[src/rtl/tone_detect.sv]
// tone_detect: measures the full period of an external square wave and
// classifies it as 440 Hz, 880 Hz or neither.
//
// The pin is brought into the osc_CLK domain with a two-flop synchronizer,
// followed by a registered rising-edge detect. Each accepted rising edge
// closes one period measurement. An edge that comes too soon after the last
// accepted edge is treated as a glitch. If no edge arrives for MAX_PERIOD
// cycles, the block reports loss of signal.
//
// Ports:
//   osc_CLK        in   system clock (50 MHz nominal)
//   rst            in   asynchronous, active-high reset
//   pin_in         in   asynchronous square-wave input
//   period         out  last accepted full period, in clocks
//   period_valid   out  one-cycle strobe when period/tone_id update
//   tone_id        out  0 = none, 1 = 440 Hz, 2 = 880 Hz
//   tone_locked    out  LOCK_COUNT consecutive periods of the same class
//   signal_present out  high while a period is being measured
//   timeout        out  one-cycle strobe on loss of signal
//
// state   | meaning
// --------+------------------------------------------------------------
// IDLE    | no signal; waiting for a starting edge, cnt held at 0
// MEASURE | counting clocks since the last accepted rising edge

module tone_detect #(
  parameter int P440       = 113636,
  parameter int P880       = 56818,
  parameter int TOL        = 1136,
  parameter int MIN_PERIOD = 1000,
  parameter int MAX_PERIOD = 8388607,
  parameter int LOCK_COUNT = 4
) (
  input  logic        osc_CLK,
  input  logic        rst,
  input  logic        pin_in,
  output logic [23:0] period,
  output logic        period_valid,
  output logic [1:0]  tone_id,
  output logic        tone_locked,
  output logic        signal_present,
  output logic        timeout
);

  localparam logic [23:0] MIN_W  = 24'(MIN_PERIOD);
  localparam logic [23:0] MAX_W  = 24'(MAX_PERIOD);
  localparam logic [24:0] P440_W = 25'(P440);
  localparam logic [24:0] P880_W = 25'(P880);
  localparam logic [24:0] TOL_W  = 25'(TOL);
  localparam logic [7:0]  LOCK_W = 8'(LOCK_COUNT);

  typedef enum logic {IDLE, MEASURE} state_t;

  state_t      state_q;
  logic        sync1_q, sync2_q, sync3_q, rise_q;
  logic [23:0] cnt_q;
  logic [23:0] period_q;
  logic        period_valid_q;
  logic [1:0]  tone_id_q;
  logic        tone_locked_q;
  logic        signal_present_q;
  logic        timeout_q;
  logic [7:0]  lock_cnt_q;

  logic [24:0] cnt_ext;
  logic [24:0] dev440, dev880;
  logic [1:0]  class_d;
  logic [7:0]  lock_d;

  // sync3_q holds the previous synchronized level so that rise_q is a
  // single-cycle pulse three clocks after the pin goes high.
  always_ff @(posedge osc_CLK or posedge rst) begin
    if (rst) begin
      sync1_q <= 1'b0;
      sync2_q <= 1'b0;
      sync3_q <= 1'b0;
      rise_q  <= 1'b0;
    end else begin
      sync1_q <= pin_in;
      sync2_q <= sync1_q;
      sync3_q <= sync2_q;
      rise_q  <= sync2_q & ~sync3_q;
    end
  end

  // Classification of the count that is about to be accepted as the period.
  // The absolute deviation is taken in 25 bits so that the subtraction never wraps.
  assign cnt_ext = {1'b0, cnt_q};

  always_comb begin
    dev440 = (cnt_ext >= P440_W) ? (cnt_ext - P440_W) : (P440_W - cnt_ext);
    dev880 = (cnt_ext >= P880_W) ? (cnt_ext - P880_W) : (P880_W - cnt_ext);
    if (dev440 <= TOL_W) begin
      class_d = 2'd1;
    end else if (dev880 <= TOL_W) begin
      class_d = 2'd2;
    end else begin
      class_d = 2'd0;
    end
  end

  // A run of the same nonzero class extends the lock count. Any other class
  // restarts the count at 1 for a real tone and at 0 for "none".
  always_comb begin
    if ((class_d != 2'd0) && (class_d == tone_id_q)) begin
      lock_d = (lock_cnt_q >= LOCK_W) ? LOCK_W : (lock_cnt_q + 8'd1);
    end else begin
      lock_d = {7'd0, (class_d != 2'd0)};
    end
  end

  always_ff @(posedge osc_CLK or posedge rst) begin
    if (rst) begin
      state_q          <= IDLE;
      cnt_q            <= '0;
      period_q         <= '0;
      period_valid_q   <= 1'b0;
      tone_id_q        <= 2'd0;
      tone_locked_q    <= 1'b0;
      signal_present_q <= 1'b0;
      timeout_q        <= 1'b0;
      lock_cnt_q       <= '0;
    end else begin
      period_valid_q <= 1'b0;
      timeout_q      <= 1'b0;
      case (state_q)
        IDLE: begin
          cnt_q <= '0;
          if (rise_q) begin
            cnt_q            <= 24'd1;
            state_q          <= MEASURE;
            signal_present_q <= 1'b1;
          end
        end
        MEASURE: begin
          // The edge is checked before the timeout, so an edge arriving
          // exactly at MAX_PERIOD is still accepted as a period.
          if (rise_q && (cnt_q >= MIN_W)) begin
            period_q       <= cnt_q;
            cnt_q          <= 24'd1;
            period_valid_q <= 1'b1;
            tone_id_q      <= class_d;
            lock_cnt_q     <= lock_d;
            tone_locked_q  <= (lock_d == LOCK_W);
          end else if (cnt_q >= MAX_W) begin
            state_q          <= IDLE;
            cnt_q            <= '0;
            timeout_q        <= 1'b1;
            signal_present_q <= 1'b0;
            tone_locked_q    <= 1'b0;
            lock_cnt_q       <= '0;
            tone_id_q        <= 2'd0;
          end else begin
            cnt_q <= cnt_q + 24'd1;
          end
        end
        default: begin
          state_q <= IDLE;
          cnt_q   <= '0;
        end
      endcase
    end
  end

  assign period         = period_q;
  assign period_valid   = period_valid_q;
  assign tone_id        = tone_id_q;
  assign tone_locked    = tone_locked_q;
  assign signal_present = signal_present_q;
  assign timeout        = timeout_q;

endmodule

[config.mk]
export PLATFORM = sky130hd
export DESIGN_NAME = tone_detect
export DESIGN_NICKNAME = d
export VERILOG_FILES = /design/src/rtl/tone_detect.sv
export SDC_FILE = /design/constraint.sdc
export NUM_CORES = 1
export LEC_CHECK = 0
export CAP_MARGIN = 20
export CORE_UTILIZATION = 44
export DETAILED_ROUTE_END_ITERATION = 10
export SYNTH_ARGS = -nofsm -noshare
export SYNTH_HDL_FRONTEND = slang
export SYNTH_SLANG_ARGS = --single-unit
export TNS_END_PERCENT = 50
[constraint.sdc]
create_clock -name osc_CLK -period 4.7 [get_ports osc_CLK]
set_input_delay 0.705 -clock osc_CLK [delete_from_list [all_inputs] [get_ports osc_CLK]]
set_output_delay 0.705 -clock osc_CLK [all_outputs]
set_load 0.03 [all_outputs]
======== Word level (Yosys, flattened, before mapping) ========
Cells that the tools add are included.
word-level totals
  register bits after elaboration ......... 67
  input bits .............................. 3
  output and inout port bits .............. 30
operators by class
  add/subtract/negate cells ............... 6
  $lt $le $gt $ge ......................... 7
  equality and inequality tests ........... 5
  multiplexer cells ....................... 28
  bitwise operators ....................... 3
  reductions and logical operators ........ 7
operator list
  operator                                                                                count
  25-bit by 11-bit <= comparator with 1-bit output (second input constant)                2
  25-bit 2-to-1 mux                                                                       2
  24-bit 2-to-1 mux                                                                       2
  24-bit one-hot mux with 2 select lines                                                  1
  8-bit 2-to-1 mux                                                                        4
  16-bit by 24-bit subtractor with 25-bit output (first input constant)                   1
  17-bit by 24-bit subtractor with 25-bit output (first input constant)                   1
  24-bit by 16-bit subtractor with 25-bit output (second input constant)                  1
  24-bit by 17-bit subtractor with 25-bit output (second input constant)                  1
  24-bit by 1-bit adder with 24-bit output (second input constant)                        1
  24-bit by 10-bit greater-or-equal comparator with 1-bit output (second input constant)  1
  24-bit by 16-bit greater-or-equal comparator with 1-bit output (second input constant)  1
  24-bit by 17-bit greater-or-equal comparator with 1-bit output (second input constant)  1
  24-bit by 23-bit greater-or-equal comparator with 1-bit output (second input constant)  1
  1-bit 2-to-1 mux                                                                        13
  8-bit by 1-bit adder with 8-bit output (second input constant)                          1
  8-bit by 3-bit equality test with 1-bit output (second input constant)                  1
  8-bit by 3-bit greater-or-equal comparator with 1-bit output (second input constant)    1
  2-bit 2-to-1 mux                                                                        4
  2-bit inequality test (second input constant)                                           2
  1-bit one-hot mux with 2 select lines                                                   2
  2-bit AND reduction                                                                     2
  2-bit nonzero test                                                                      2
  3-bit AND reduction                                                                     1
  5 further kinds                                                                         7

======== Depth between registers and ports, before layout ========
Gate-level depths: netlist of the first run.
  word-level depth ........................ 10
  depth in mapped cells ................... 15
  gate-level depth less buffers ........... 12

======== Worst setup path after synthesis of the first run ========
OpenSTA, ideal clock, no wires.
  path kind ............................... register -> register
  from .................................... register cnt_q[2]
  to ...................................... register lock_cnt_q[1]
  library setup time ...................... 66 ps
  arrival time ............................ 3390 ps
  required time ........................... 4634 ps
  slack ................................... 1244 ps
  stages on the path, launching flop included .. 15
  path buffers ............................ 2
  clock period less this slack ............ 3456 ps
  path through ............................ dfrtp_1 -> clkbuf_1 -> inv_1 -> ha_1 -> or3b_4 -> nor4_4 -> or2_1 -> buf_4 -> nor3_1 -> or3_1 -> a221o_1 -> nor4_2 -> and3_1 -> o221a_2 -> a32o_2
on the way
  word-level cells in the longest chain between the ends .. 9
  elaborated cells between the ends (all ways) .. 22
  classes of those cells .................. add/sub (4); order compare (6); eq/ne (1); mux (6); reduce/logical (5)
RTL lines
  what                                                                          line  RTL
  start, declared                                                               56    logic [23:0] cnt_q;
  start signal, assigned                                                        154   cnt_q <= cnt_q + 24'd1;
  16-bit by 24-bit subtractor with 25-bit output, or another cell as far along  92    dev880 = (cnt_ext >= P880_W) ? (cnt_ext - P880_W) : (P880_W - cnt_ext);
  25-bit 2-to-1 mux                                                             92
  25-bit by 11-bit <= comparator with 1-bit output                              95    end else if (dev880 <= TOL_W) begin
  2-bit 2-to-1 mux                                                              95
  2-bit 2-to-1 mux                                                              93    if (dev440 <= TOL_W) begin
  2-bit equality test / 2-bit nonzero test (equally long branches)              105   if ((class_d != 2'd0) && (class_d == tone_id_q)) begin
  1-bit logical AND                                                             105
  8-bit 2-to-1 mux                                                              105
  8-bit 2-to-1 mux                                                              138   if (rise_q && (cnt_q >= MIN_W)) begin
  end signal, assigned                                                          143   lock_cnt_q <= lock_d;
  end, declared                                                                 63    logic [7:0] lock_cnt_q;
Several ways; a longest one is shown, not always the timed one.
A chain may end at the register's enable or synchronous reset.

======== Final worst setup path of the first run ========
Same ends and word-level chain as after synthesis.

==> results of run 1 <==
power by group through the flow:
| stage | clock network (µW) | logic (µW) | registers (µW) |
|---|---|---|---|
| floorplan | 0 | 368 | 631 |
| global placement | 0 | 495 | 652 |
| detailed placement | 0 | 498 | 653 |
| CTS | 631 | 501 | 643 |
| global route | 658 | 562 | 648 |
| finish | 616 | 503 | 645 |
sequential cells by signal (all words and copies together), names as in the netlist:
| register | flops |
|---|---|
| period | 24 |
| sync1_q | 1 |
| period_valid | 1 |
| sync2_q | 1 |
| tone_locked | 1 |
| rise_q | 1 |
| cnt_q | 24 |
| lock_cnt_q | 8 |
| timeout | 1 |
| tone_id | 2 |
| state_q | 1 |
| sync3_q | 1 |
| signal_present | 1 |
worst max-delay path by stage:
stage / to / slack (ns) / cells past startpoint
2_1_floorplan: lock_cnt_q[1]$_DFFE_PP0P_ / 1.24 / 14
3_3_place_gp: lock_cnt_q[1]$_DFFE_PP0P_ / 0.71 / 12
3_5_place_dp: lock_cnt_q[1]$_DFFE_PP0P_ / 0.54 / 12
4_1_cts: lock_cnt_q[1]$_DFFE_PP0P_ / 0.50 / 12
5_1_grt: lock_cnt_q[1]$_DFFE_PP0P_ / 0.11 / 12
6_report: lock_cnt_q[1]$_DFFE_PP0P_ / 0.45 / 12
final cells by class:
cell class	instances	share of cell area, %
inverter	20	1.28
tap	140	3.00
sequential	67	28.7
clock buffer	10	3.92
clock inverter	6	0.727
timing repair buffer	58	8.81
multi-input combinational	500	53.6
cells by family after synthesis:
group / Yosys count / share of synthesized area, %
adders and majority gates: 16 / 3.93
DFF: 67 / 32.9
and+or+nand+nor: 294 / 29.9
muxes: 6 / 1.45
xor gates and xnor gates: 34 / 5.85
AOI/OAI and AO/OA: 150 / 20.4
buffers and inverters: 67 / 5.55
through the flow:
stage                     setup slack, ns  cell area [µm²]
after floorplan                      1.24             5090
after global placement              0.709             5580
after detailed placement            0.544             5580
after CTS                           0.496             5850
after global routing                0.112             5850
final                               0.451             5850
Yosys cell counts (all sizes together), types with 7 or more instances:
library cell and instances:
o211ai 9, nor4 14, xnor2 24, a21oi 22
dfrtp 67, and2 12, nand4b 7, and3 8
o21ai 39, a31oi 8, inv 20, nand3 25
nand2 88, clkbuf 27, nor2 60, nor3 25
nand4 14, a211oi 9, ha 16, xor2 10
buf 20
worst max-delay path, delay by kind of cell, from the launching register on:
family                   cells  cell delay (ns)
buffers and inverters        1             0.24
flip-flops                   1             0.58
AO/OA/AOI/OAI                4             1.05
AND/OR/NAND/NOR              6             2.07
adder cells (fa/ha/maj)      1             0.24
layer usage:
metal  global-route usage [%]  part of all wire [%]  vias up
li1                         -                     -     2338
met1                     38.0                    45     2367
met2                     43.6                    44      184
met3                     5.81                   6.4       51
met4                     12.8                   4.1        0
met5                        0                     0        -
==> out/summary.log, run 1 <==
INFO  outcome        run_status=finished clean
INFO  job            cap_viol_max_count=0
INFO  critical_path  required=4.99ns
INFO  synth          yosys_warnings=0
INFO  drt            detailedRoute.firstIterationViolations=341
INFO  power_and_ir_drop p_comb_share=28.5%
INFO  grt            largest_net_degree_at_the_start_of_global_routing=43
INFO  floorplanning  die_width=110µm
INFO  critical_path  worst_setup_slack_for_register_to_register_paths=0.45ns
INFO  final_layout   final_common_cell=nand2_1
INFO  final_layout   final_design_utilization=52.8%
INFO  floorplanning  die_h=110µm
INFO  final_layout   area_growth=14.8%
INFO  synth          yosys-top-cells-area=dfrtp_1, nand2_1, nor2_1
INFO  final_layout   layout.cells.non_filler=801
INFO  power_and_ir_drop p_int=1150µW
INFO  final_layout   layout.nets=675
INFO  synth          synth_area_leader_cell=dfrtp_1
INFO  power_and_ir_drop p_leak=0.00252µW
INFO  drt            drt_pass1_iterations=5
INFO  placement      io_buffers=32
INFO  sta            setup-violations-final=0
INFO  grt            first_pass_grt_wire_length=25400µm
INFO  clocking       cts_inserted_buffers=9
INFO  sta            hold_ws=0.355ns
INFO  critical_path  cp.arrival=4.53ns
INFO  clocking       worst_skew_pair.late_latency=0.35ns
INFO  grt            global_route.usage.total=28.3%
INFO  sta            final_period_minus_worst_setup_slack=4.25ns
INFO  hold_path      worstHoldEndpoint=sync2_q$_DFF_PP0_
INFO  synth          postSynthAreaPerCell=8.03µm²
INFO  clocking       clock_tree_from_tritoncts=done
INFO  drt            antenna_left=0
INFO  power_and_ir_drop p_sw=608µW
INFO  critical_path  timing.critical_path.slowest_stage_cell=nor2_1
INFO  power_and_ir_drop power.total=1760µW
INFO  synth          mappedNetlistNets=653
INFO  grt            number_of_antenna_violations_at_the_first_check_in_global_routing=0
INFO  sta            timing_hold_violations_final=0
INFO  floorplanning  placement_rows=38
INFO  sta            highest_achievable_clock_rate=235MHz
INFO  synth          synth_cell_types=78
INFO  hold_path      kind_of_path_behind_the_tightest_hold_check=flip-flop to flip-flop
INFO  hold_path      hold-path-cell-count=0
INFO  drt            post_dr_vias_cell=6.17
INFO  clocking       cts_setup_buffers=0
INFO  critical_path  worst_setup_path_end_kind=flip-flop
INFO  floorplanning  floorplan.io_pins=33
INFO  critical_path  worstSetupPathType=flip-flop to flip-flop
INFO  synth          postSynthRegisterBits=67
INFO  floorplanning  initial_core_util=46.0%
INFO  grt            grt_overflow_total=0
INFO  clocking       cts.htree.levels=3
INFO  critical_path  r2r_start=cnt_q[2]$_DFF_PP0_
INFO  final_layout   layout.cells.most_common_list=nand2_1, dfrtp_1, nor2_1, o21ai_0, clkdlybuf4s50_1
INFO  drt            drcViolationCount=0
INFO  critical_path  timing.reg2reg.worst_path_depth=12
INFO  power_and_ir_drop swShare=34.5%
INFO  power_and_ir_drop cellPowerDensity=301nW/µm²
INFO  drt            num_vias=4940
INFO  critical_path  worstReg2RegEnd=lock_cnt_q[1]$_DFFE_PP0P_
INFO  synth          synth_top_area_share=32.9%
INFO  critical_path  crit_path_start=cnt_q[2]$_DFF_PP0_
INFO  final_layout   multi_input_comb_area=3130µm²
INFO  final_layout   regArea=1680µm²
INFO  synth          netlist_area=5090µm²
INFO  floorplanning  core_area=11100µm²
INFO  sta            rsz0062_at_grt=no
INFO  power_and_ir_drop p_seq_share=36.6%
INFO  sta            worstMarginPinSlew=0.977ns
INFO  sta            worst_slew_margin_rel=34.6%
INFO  sta            timing_max_transition_violations_final=0
INFO  floorplanning  design.die.area=12000µm²
INFO  power_and_ir_drop p_clk_share=34.9%
INFO  clocking       numClockSinks=67
INFO  grt            vias_in_the_first_global_route=4708
INFO  final_layout   drive_above_1_share=9.83%
INFO  synth          synth_cells=634
INFO  synth          synth-async-reset-ratio=100%
INFO  placement      dp.cells=785
INFO  critical_path  critical-path-max-stage-delay=0.74ns
INFO  synth          synth_seq_area_share=32.9%
INFO  hold_path      worstHoldStart=sync1_q$_DFF_PP0_
INFO  clocking       ctsResizeCount=0
INFO  clocking       cts_hold_repair.buffers=0
INFO  clocking       cts.root.buffer_cell=clkbuf_16
INFO  placement      dp.final_hpwl=11600µm
INFO  final_layout   num_antenna_cells=0
INFO  sta            timing.clock.skew=0.00941ns
INFO  final_layout   n_fill_cell=1059
INFO  sta            final.setup.tns=0ns
INFO  placement      gp_congestion=0.929
INFO  critical_path  crit_fanout=17
INFO  drt            wire_per_inst=19.5µm
INFO  critical_path  critical_path_cell_by_cell=inv_1 -> ha_1 -> or3b_4 -> nor4_4 -> nor2_1 -> a2111oi_0 -> o2111a_1 -> or3_1 -> nor4_2 -> and3_1 -> o221a_2 -> a32o_2
INFO  synth          post_synth_edffs=0
INFO  drt            total_wire_length_after_detailed_routing=15600µm
INFO  clocking       clkTransAtPathRegs=0.06ns
INFO  critical_path  timing.critical_path.from_type=flip-flop
INFO  sta            final_cycle_share=90.4%
INFO  synth          yosys_most_used_dff=dfrtp_1
INFO  clocking       ctsLongestPathBuffers=2
INFO  power_and_ir_drop worst_ir_drop_vdd=331µV
(Power assumes the default switching activity.)
==> run 2, diff against run 1 <==
--- a/config.mk
+++ b/config.mk
@@ -7,6 +7,7 @@
 export LEC_CHECK = 0
 export CAP_MARGIN = 20
 export CORE_UTILIZATION = 44
+export CTS_BUF_LIST = sky130_fd_sc_hd__clkbuf_8
 export DETAILED_ROUTE_END_ITERATION = 10
 export SYNTH_ARGS = -nofsm -noshare
 export SYNTH_HDL_FRONTEND = slang
==> out/summary.log, run 2 (synthesis results as in run 1) <==
INFO  outcome        run_status=finished clean
INFO  clocking       cts_inserted_buffers=9 [unchanged]
INFO  sta            worstMarginPinSlew=0.998ns [+0.0208 ns]
INFO  grt            grt_overflow_total=0 [unchanged]
INFO  final_layout   num_antenna_cells=0 [unchanged]
INFO  power_and_ir_drop p_seq_share=40.9% [+4.3 points]
INFO  power_and_ir_drop p_leak=0.00248µW [-1.7%]
INFO  sta            worst_slew_margin_rel=33.2% [-1.4 points]
INFO  sta            setup-violations-final=0 [unchanged]
INFO  power_and_ir_drop p_clk_share=27.0% [-7.9 points]
INFO  floorplanning  die_width=110µm [unchanged]
INFO  clocking       clkTransAtPathRegs=0.08ns [+0.02 ns]
INFO  critical_path  worst-path-stages=12 [unchanged]
INFO  sta            hold_ws=0.359ns [+0.00413 ns]
INFO  grt            grt.met3_usage=6.16% [+0.36 points]
INFO  hold_path      hold-path-cell-count=0 [unchanged]
INFO  sta            final_period_minus_worst_setup_slack=4.26ns [+0.0105 ns]
INFO  drt            antenna_left=0 [unchanged]
INFO  final_layout   final_common_cell=nand2_1
INFO  final_layout   layout.cells.most_common_list=nand2_1, dfrtp_1, nor2_1, o21ai_0, clkdlybuf4s50_1
INFO  floorplanning  floorplan.io_pins=33 [unchanged]
INFO  clocking       cts.htree.levels=3 [unchanged]
INFO  clocking       clock_tree_from_tritoncts=done
INFO  placement      io_buffers=32 [unchanged]
INFO  grt            globalRoute.busiestLayer=met2
INFO  clocking       ctsLongestPathBuffers=2 [unchanged]
INFO  grt            grt_util_met2=43.5% [-0.090 points]
INFO  floorplanning  placement_rows=38 [unchanged]
INFO  sta            timing.clock.skew=0.00936ns [-0.0000580 ns]
INFO  clocking       numClockSinks=67 [unchanged]
INFO  drt            num_vias=4903 [-0.75%]
INFO  power_and_ir_drop p_int=987µW [-15%]
INFO  final_layout   layout.nets=675 [unchanged]
INFO  grt            largest_net_degree_at_the_start_of_global_routing=43 [unchanged]
INFO  drt            drcViolationCount=0 [unchanged]
INFO  final_layout   multi_input_comb_area=3130µm² [unchanged]
INFO  sta            final.setup.tns=0ns [unchanged]
INFO  drt            detailedRoute.firstIterationViolations=372 [+9.1%]
INFO  job            cap_viol_max_count=0 [unchanged]
INFO  placement      gp_congestion=0.929 [unchanged]
INFO  critical_path  worst-path-buf-inv=1 [unchanged]
INFO  drt            wire_per_inst=19.5µm [-0.20%]
INFO  clocking       worst_skew_pair.late_latency=0.38ns [+0.03 ns]
INFO  floorplanning  initial_core_util=46.0% [unchanged]
INFO  critical_path  cp.arrival=4.58ns [+0.05 ns]
INFO  critical_path  crit_fanout=17 [unchanged]
INFO  critical_path  timing.critical_path.from_type=flip-flop
INFO  drt            drt_pass1_iterations=6 [+1]
INFO  drt            post_dr_vias_cell=6.12 [-0.75%]
INFO  clocking       cts_setup_buffers=0 [unchanged]
INFO  floorplanning  die_h=110µm [unchanged]
INFO  drt            total_wire_length_after_detailed_routing=15600µm [-0.20%]
INFO  final_layout   n_fill_cell=1072 [+1.2%]
INFO  grt            vias_in_the_first_global_route=4703 [-0.11%]
INFO  final_layout   regArea=1680µm² [unchanged]
INFO  critical_path  required=5.02ns [+0.03 ns]
INFO  floorplanning  design.die.area=12000µm² [unchanged]
INFO  sta            highest_achievable_clock_rate=235MHz [-0.25%]
INFO  critical_path  timing.reg2reg.worst_path_depth=12 [unchanged]
INFO  sta            timing_max_transition_violations_final=0 [unchanged]
INFO  critical_path  path_delay_family=simple AND/OR/NAND/NOR gates
INFO  sta            timing_hold_violations_final=0 [unchanged]
INFO  floorplanning  core_area=11100µm² [unchanged]
INFO  grt            number_of_antenna_violations_at_the_first_check_in_global_routing=0 [unchanged]
INFO  sta            final_cycle_share=90.6% [+0.22 points]
INFO  placement      dp_worst_setup_slack=0.544ns [unchanged]
INFO  final_layout   drive_above_1_share=9.83% [unchanged]
INFO  power_and_ir_drop cellPowerDensity=274nW/µm² [-9.0%]
INFO  power_and_ir_drop p_sw=589µW [-3.1%]
INFO  grt            groute.layer.met1.usage=37.8% [-0.22 points]
INFO  clocking       cts_hold_repair.buffers=0 [unchanged]
INFO  critical_path  critical_path_cell_by_cell=inv_1 -> ha_1 -> or3b_4 -> nor4_4 -> nor2_1 -> a2111oi_0 -> o2111a_1 -> or3_1 -> nor4_2 -> and3_1 -> o221a_2 -> a32o_2
INFO  clocking       cts.root.buffer_cell=clkbuf_8
INFO  final_layout   area_growth=12.8%
INFO  hold_path      kind_of_path_behind_the_tightest_hold_check=flip-flop to flip-flop
INFO  placement      dp.final_hpwl=11600µm [unchanged]
INFO  grt            first_pass_grt_wire_length=25300µm [-0.19%]
INFO  critical_path  worst_setup_path_end_kind=flip-flop
INFO  grt            global_route.usage.total=28.2% [about the same]
INFO  critical_path  worstSetupPathType=flip-flop to flip-flop
INFO  power_and_ir_drop worst_ir_drop_vdd=249µV [-25%]
INFO  clocking       ctsResizeCount=0 [unchanged]
INFO  critical_path  critical-path-max-stage-delay=0.76ns [+0.02 ns]
INFO  sta            final.setup.worst_slack=0.441ns [-0.0105 ns]
INFO  critical_path  timing.critical_path.slowest_stage_cell=nor2_1
INFO  sta            rsz0062_at_grt=no
INFO  power_and_ir_drop swShare=37.4% [+2.9 points]
INFO  power_and_ir_drop p_comb_share=32.1% [+3.6 points]
==> run 2: changes by cell type in the layout (fill, tap and decap cells not counted), sizes merged <==
cell    delta
inv        +1
clkbuf     -1
==> run 2: metal layers <==
| layer | part of all wire, % | wire length (µm) |
|---|---|---|
| met1 | 45 | 7060 |
| met2 | 44 | 6930 |
| met3 | 6.6 | 1030 |
| met4 | 3.7 | 584 |
| met5 | 0 | 0 |
==> run 2: worst paths after layout <==
| path | startpoint | to | slack [ns] |
|---|---|---|---|
| max | cnt_q[2]$_DFF_PP0_ | lock_cnt_q[1]$_DFFE_PP0P_ | 0.44 |
| min | sync1_q$_DFF_PP0_ | sync2_q$_DFF_PP0_ | 0.36 |
| max reg2reg | cnt_q[2]$_DFF_PP0_ | lock_cnt_q[1]$_DFFE_PP0P_ | 0.44 |
| min reg2reg | sync1_q$_DFF_PP0_ | sync2_q$_DFF_PP0_ | 0.36 |
| max in group asynchronous | rst | period[3]$_DFFE_PP0P_ | 2.98 |
| min in group asynchronous | rst | sync1_q$_DFF_PP0_ | 0.84 |
==> run 2: per-stage QoR <==
step           util [%]  instance area, µm²  std cells  power (µW)
2_1_floorplan         -                5090        634         999
3_3_place_gp       50.3                5580        785        1150
3_5_place_dp       50.3                5580        785        1150
4_1_cts            51.9                5750        801        1590
5_1_grt            51.9                5750        801        1680
6_report           51.9                5750        801        1580
==> run 2: final cells by class <==
| cell class | count | share of cell area [%] |
|---|---|---|
| Multi-Input combinational cell | 500 | 54.5 |
| Sequential cell | 67 | 29.2 |
| Timing Repair Buffer | 58 | 8.97 |
| Tap cell | 140 | 3.05 |
| Clock buffer | 9 | 2.16 |
| Inverter | 20 | 1.31 |
| Clock inverter | 7 | 0.806 |
==> run 2: worst reg2reg max path: stages, from the launching register on <==
cell and delay [ns]:
dfrtp_1 0.59, inv_1 0.24, ha_1 0.25, or3b_4 0.24, nor4_4 0.05, nor2_1 0.76
a2111oi_0 0.30, o2111a_1 0.31, or3_1 0.36, nor4_2 0.38, and3_1 0.30, o221a_2 0.26
a32o_2 0.17
==> run 2: power by group through the flow <==
stage,clock network [µW],logic (µW),registers [µW]
6_report,426,506,644
5_1_grt,467,561,648
4_1_cts,444,500,642
3_5_place_dp,0,498,653
3_3_place_gp,0,495,652
2_1_floorplan,0,368,631
